## src/rtl/nmi_arb_pkg.sv

```systemverilog
// Shared types and constants for the NMI fabric arbiters.
package nmi_arb_pkg;

  typedef enum logic {
    IDLE,
    BUSY
  } arb_state_e;

  localparam int NMI_AW = 32;
  localparam int NMI_DW = 32;
  localparam int NMI_SW = 4;

  localparam logic [NMI_DW-1:0] NMI_ERR_RDATA = 32'hDEAD_BEEF;

endpackage

```

## src/rtl/rr_pick.sv

```systemverilog
// Combinational round-robin selector: first set request after 'last', wrapping.
module rr_pick #(
  parameter int N = 2
) (
  input  logic [N-1:0]         req,
  input  logic [$clog2(N)-1:0] last,
  output logic [N-1:0]         gnt,
  output logic [$clog2(N)-1:0] idx
);

  localparam int IW = $clog2(N);

  logic [IW-1:0] pos;

  // Scan from farthest to nearest so the closest requester after 'last' wins.
  always_comb begin
    gnt = '0;
    idx = '0;
    pos = '0;
    for (int i = N; i >= 1; i--) begin
      pos = IW'((int'(last) + i) % N);
      if (req[pos]) begin
        gnt      = '0;
        gnt[pos] = 1'b1;
        idx      = pos;
      end
    end
  end

endmodule

```

## src/rtl/nmi_rr_arbiter.sv

```systemverilog
// Round-robin arbiter sharing one NMI slave port among NUM_MST masters,
// with a per-transaction watchdog and sticky timeout status.
module nmi_rr_arbiter
  import nmi_arb_pkg::*;
#(
  parameter int                NUM_MST   = 2,
  parameter int                TIMEOUT   = 1024,
  parameter logic [NMI_DW-1:0] ERR_RDATA = NMI_ERR_RDATA
) (
  input  logic                       clk_i,
  input  logic                       rst_i,
  input  logic [NUM_MST-1:0]         m_valid_i,
  input  logic [NUM_MST*NMI_AW-1:0]  m_addr_i,
  input  logic [NUM_MST*NMI_DW-1:0]  m_wdata_i,
  input  logic [NUM_MST*NMI_SW-1:0]  m_wstrb_i,
  output logic [NMI_DW-1:0]          m_rdata_o,
  output logic [NUM_MST-1:0]         m_ready_o,
  output logic                       s_valid_o,
  output logic [NMI_AW-1:0]          s_addr_o,
  output logic [NMI_DW-1:0]          s_wdata_o,
  output logic [NMI_SW-1:0]          s_wstrb_o,
  input  logic [NMI_DW-1:0]          s_rdata_i,
  input  logic                       s_ready_i,
  output logic [NUM_MST-1:0]         gnt_o,
  input  logic                       err_clr_i,
  output logic                       err_o,
  output logic [NMI_AW-1:0]          err_addr_o,
  output logic [$clog2(NUM_MST)-1:0] err_mst_o
);

  localparam int IW = $clog2(NUM_MST);
  localparam int CW = (TIMEOUT > 0) ? $clog2(TIMEOUT + 1) : 1;
  localparam logic [CW-1:0] CNT_LAST = (TIMEOUT > 0) ? CW'(TIMEOUT - 1) : '0;
  localparam logic [CW-1:0] CNT_MAX  = '1;

  arb_state_e        state, state_next;
  logic [NUM_MST-1:0] gnt, pick_gnt;
  logic [IW-1:0]     gnt_idx, last, pick_idx;
  logic [CW-1:0]     cnt;
  logic              active, done, timeout_hit;
  logic              err;
  logic [NMI_AW-1:0] err_addr;
  logic [IW-1:0]     err_mst;

  logic [NMI_AW-1:0] addr_arr  [NUM_MST];
  logic [NMI_DW-1:0] wdata_arr [NUM_MST];
  logic [NMI_SW-1:0] wstrb_arr [NUM_MST];

  for (genvar k = 0; k < NUM_MST; k++) begin : g_split
    assign addr_arr[k]  = m_addr_i[NMI_AW*k +: NMI_AW];
    assign wdata_arr[k] = m_wdata_i[NMI_DW*k +: NMI_DW];
    assign wstrb_arr[k] = m_wstrb_i[NMI_SW*k +: NMI_SW];
  end

  rr_pick #(.N(NUM_MST)) u_pick (
    .req  (m_valid_i),
    .last (last),
    .gnt  (pick_gnt),
    .idx  (pick_idx)
  );

  always_ff @(posedge clk_i) begin
    if (rst_i) state <= IDLE;
    else       state <= state_next;
  end

  // A dropped valid or a reset in progress silences the slave request and any completion.
  always_comb begin
    state_next  = state;
    active      = 1'b0;
    done        = 1'b0;
    timeout_hit = 1'b0;
    s_valid_o   = 1'b0;
    s_addr_o    = '0;
    s_wdata_o   = '0;
    s_wstrb_o   = '0;
    m_ready_o   = '0;
    m_rdata_o   = '0;
    case (state)
      IDLE: if (|m_valid_i) state_next = BUSY;
      BUSY: begin
        active      = m_valid_i[gnt_idx] && !rst_i;
        done        = active && s_ready_i;
        timeout_hit = (TIMEOUT != 0) && active && !s_ready_i && (cnt == CNT_LAST);
        s_valid_o   = active && !timeout_hit;
        s_addr_o    = addr_arr[gnt_idx];
        s_wdata_o   = wdata_arr[gnt_idx];
        s_wstrb_o   = wstrb_arr[gnt_idx];
        if (done) begin
          m_ready_o = gnt;
          m_rdata_o = s_rdata_i;
        end else if (timeout_hit) begin
          m_ready_o = gnt;
          m_rdata_o = ERR_RDATA;
        end
        if (!active || done || timeout_hit) state_next = IDLE;
      end
      default: state_next = IDLE;
    endcase
  end

  // Grant, watchdog and sticky error bookkeeping; a new timeout beats a clear.
  always_ff @(posedge clk_i) begin
    if (rst_i) begin
      gnt      <= '0;
      gnt_idx  <= '0;
      last     <= IW'(NUM_MST - 1);
      cnt      <= '0;
      err      <= 1'b0;
      err_addr <= '0;
      err_mst  <= '0;
    end else begin
      if (state == IDLE && state_next == BUSY) begin
        gnt     <= pick_gnt;
        gnt_idx <= pick_idx;
        last    <= pick_idx;
        cnt     <= '0;
      end else if (state_next == IDLE) begin
        gnt <= '0;
      end else if (cnt != CNT_MAX) begin
        cnt <= cnt + 1'b1;
      end
      if (timeout_hit && (!err || err_clr_i)) begin
        err      <= 1'b1;
        err_addr <= addr_arr[gnt_idx];
        err_mst  <= gnt_idx;
      end else if (err_clr_i) begin
        err <= 1'b0;
      end
    end
  end

  assign gnt_o      = gnt;
  assign err_o      = err;
  assign err_addr_o = err_addr;
  assign err_mst_o  = err_mst;

endmodule

```

## config.mk

```make
export PLATFORM = sky130hd
export DESIGN_NAME = nmi_rr_arbiter
export DESIGN_NICKNAME = d
export VERILOG_FILES = /design/src/rtl/nmi_arb_pkg.sv /design/src/rtl/rr_pick.sv /design/src/rtl/nmi_rr_arbiter.sv
export SDC_FILE = /design/constraint.sdc
export NUM_CORES = 1
export LEC_CHECK = 0
export BUFFER_PORTS_ARGS = -buffer_cell sky130_fd_sc_hd__buf_2
export CAP_MARGIN = 20
export CORE_AREA = 3 3 120 122
export DETAILED_ROUTE_END_ITERATION = 6
export DIE_AREA = 0 0 123 125
export PLACE_DENSITY_LB_ADDON = 0.3
export SLEW_MARGIN = 20
export SYNTH_ARGS = -nofsm -noshare
export SYNTH_HDL_FRONTEND = slang
export SYNTH_SLANG_ARGS = --single-unit
export TNS_END_PERCENT = 5
```

## constraint.sdc

```tcl
create_clock -name clk_i -period 2.1 [get_ports clk_i]
set_clock_uncertainty 0.15 [all_clocks]
set_input_delay 0.21 -clock clk_i [delete_from_list [all_inputs] [get_ports clk_i]]
set_output_delay 0.21 -clock clk_i [all_outputs]
set_load 0.01 [all_outputs]
```

==> run_results.csv <==
group,metric,value,unit
status,outcome,"finished, violations left",
status,violations,"setup timing",
synth,synthCells,417,
grt,grt_usage,0.181,
timing,setup_violations,1,
synth,synth.distinct_cells,47,
routing,drc,0,
worst_setup_path,crit_type,"reg2out",
floorplanning,die_h,125,um
floorplanning,io_pins,313,
grt,antenna_found_initial,0,
pwr,leakage,0.00282,uW
grt,grt_max_degree,42,
synth,synthArstFlopShare,0,
timing,max_freq,471,MHz
routing,dr.pass1.iters,4,
placement,place_area,5470,um2
layout,syn2layout_area_growth,58.5,%
timing,finalSetupTns,-0.0236,ns
synth,yosysWarnings,0,
timing,maxSlewViolCount,0,
clock_network,clock_sinks,50,
worst_setup_path,crit_path_start_kind,"flop",
grt,grt_pass1_vias,4399,
routing,via_per_inst,4.82,
placement,place_hpwl,12.0,mm
synth,synth_largest_area_cell,"dfxtp_1",
hold_path,hp-start,"m_addr_i[49]",
worst_setup_path,worstSetupEndpointType,"primary output",
worst_setup_path,required,1.74,ns
floorplanning,core.rowCount,42,
pwr,p_per_area,481,nW/um2
routing,wirelength,15.1,mm
clock_network,cts_buffers,5,
layout,nets,900,
synth,syn_nets,592,
worst_setup_path,cp_data_arrival_time,1.76,ns
layout,utilization,0.440,
timing,fin_ws,-0.0236,ns
clock_network,postCtsHoldBufs,0,
floorplanning,core,13300,um2
routing,ant_nets,0,
worst_setup_path,cpMaxStageDelayCell,"or3_4",
floorplanning,die_width,123,um
synth,synth_area_leaders,"dfxtp_1, mux2i_1, nor2b_1",
synth,ys_seq_elements,50,
synth,yosysTopAreaCellShare,0.271,
worst_setup_path,cp_num_buf_inv,2,
grt,gr-total-overflow,0,
worst_setup_path,rr_startpoint,"state",
floorplanning,start_util,0.277,
synth,synth-edff-count,0,
clock_network,clk_latency,0.29,ns
worst_setup_path,cp-startpoint,"cnt[0]",
hold_path,hp-class,"in2reg",
worst_setup_path,cp_top_family,"simple AND/OR/NAND/NOR gates",
timing,tightest_slew,0.483,ns
grt,grt_pass1_wl,22.2,mm
routing,vias,4347,
timing,timing.final.crit_share,1.01,
timing,slew_headroom,0.676,
routing,drtIter0Drc,166,
job,cap_violations,0,
layout,antenna_cells,0,
layout,n_fill_cell,1348,
layout,fin_area,5850,um2
synth,synth.cell_area,3690,um2
floorplanning,dieArea,15400,um2
timing,post-route-min-period,2.12,ns
worst_setup_path,slowest_delay,0.36,ns
synth,synth_flop_cell,"dfxtp_1",
timing,rsz0062_at_grt,"yes",
routing,routedWlPerCell,16.7,um
clock_network,cts-htree-levels,2,
worst_setup_path,crit_chain,"ha_4, nand4_4, buf_4, or3_4, o21a_1, buf_2",
pwr,ir_worst_vdd,292,uV
clock_network,max-clock-path-buffers,2,
placement,port_buffers,312,
placement,gp_congestion,0.844,
synth,synth_seq_area_share,0.271,
timing,hold_viol_final,0,
clock_network,tritoncts,"built",
clock_network,clk_pin_slew,0.07,ns
synth,synth.avg_cell_area,8.85,um2
layout,drive_above_1_share,0.544,
clock_network,clk_root_buffer_cell,"clkbuf_16",
worst_setup_path,path_max_fanout,5,
[stage by stage]
stage	total power (uW)	cells	hold slack [ns]	setup WS, ns
detailed placement	1750	889	0.331	0.101
CTS	2850	903	0.126	-0.0384
global placement	1730	889	0.308	0.169
global route	2950	902	0.128	-0.111
finish	2810	902	0.123	-0.0236
floorplan	1380	417	0.288	0.0901
[area by class of cell]
cell class                 count  area [um2]  share of cell area
inverter                       4        15.0             0.00257
clock buffer                   7         164              0.0280
sequential                    50        1010               0.173
tap                          176         220              0.0377
clock inverter                 1        30.0             0.00514
multi-input combinational    321        2500               0.429
timing repair buffer         343        1900               0.325
[path summary, 6_finish.rpt]
check,end,slack [ns],depth (start not counted)
hold reg to reg,err_mst_o,0.33,2
setup / recovery,s_valid_o,-0.02,6
setup reg to reg,cnt[6],0.18,5
hold / removal,err_addr_o[17],0.12,3
[cells in the mapped netlist (all sizes together), types with 2 or more instances]
cell / instances
nor2: 12
a21oi: 44
or4: 4
mux2i: 71
o31ai: 3
or3: 4
nor2b: 69
clkbuf: 15
dfxtp: 50
nand2: 5
a211oi: 33
and2: 3
and3: 11
nand3: 5
nor3: 4
nor3b: 2
inv: 4
nor4: 3
a31oi: 2
a2111oi: 2
buf: 27
o21a: 28
nand2b: 2
[report_power, final]
part           leakage (uW)  switching [uW]  total, uW  internal (uW)
clock network     0.0000953             376       1040            668
registers          0.000407            12.6        970            957
logic               0.00232             397        797            400
total               0.00282             786       2810           2030
[per-layer routing]
layer  up-vias  share of wire  track usage  wire, um
li1       2132              -            -         -
met1      1988           0.36        0.190      5490
met4         0          0.031       0.0678       461
met2       205           0.53        0.350      7910
met3        22          0.079       0.0343      1190
met5         -              0            0         0
[cells by family (layout without fill, tap and decap cells)]
logic type	after synthesis	in the layout	synth area share
AND/OR/NAND/NOR	130	130	0.226
AO/OA/AOI/OAI	119	119	0.231
multiplexers	71	71	0.193
flip-flops	50	50	0.271
buffers and inverters	46	355	0.0750
adder cells (fa/ha/maj)	1	1	0.00339
[registers in the layout, indices dropped and copies added, names as in the netlist]
| register | flops |
|---|---|
| cnt | 11 |
| gnt_idx | 1 |
| state | 1 |
| gnt_o | 2 |
| err_addr_o | 32 |
| err_o | 1 |
| last | 1 |
| err_mst_o | 1 |
[layout by cell type (no fill, tap or decap), types with 2 or more instances in the layout]
cell,Yosys,layout
nand3_1,4,4
clkbuf_16,0,6
and2_1,3,2
or4_1,4,4
mux2i_1,71,58
a211oi_2,10,10
dfxtp_2,0,6
nor3_1,4,3
buf_2,10,312
mux2i_2,0,12
nand2_1,5,5
and3_1,11,11
dfxtp_1,50,43
nor4_1,2,2
buf_16,0,3
nand2b_1,2,2
a21oi_1,44,44
buf_12,1,3
nor2_1,11,11
a31oi_1,2,2
a211oi_1,23,23
buf_4,6,24
or3_1,4,3
inv_1,4,4
o21a_1,28,27
nor2b_1,69,69
o31ai_1,3,3
[tightest hold or removal path, stage by stage]
cell and delay (ns):
buf_2 0.08, mux2i_2 0.07, a211oi_2 0.16
[what timing repair did]
action	in CTS	in global routing
pin swaps	6	4
resized for setup	18	16
buffers inserted	4	1
setup endpoints to repair	35	54
gates cloned	2	0
Note: power is estimated with default switching activity, not from simulation.
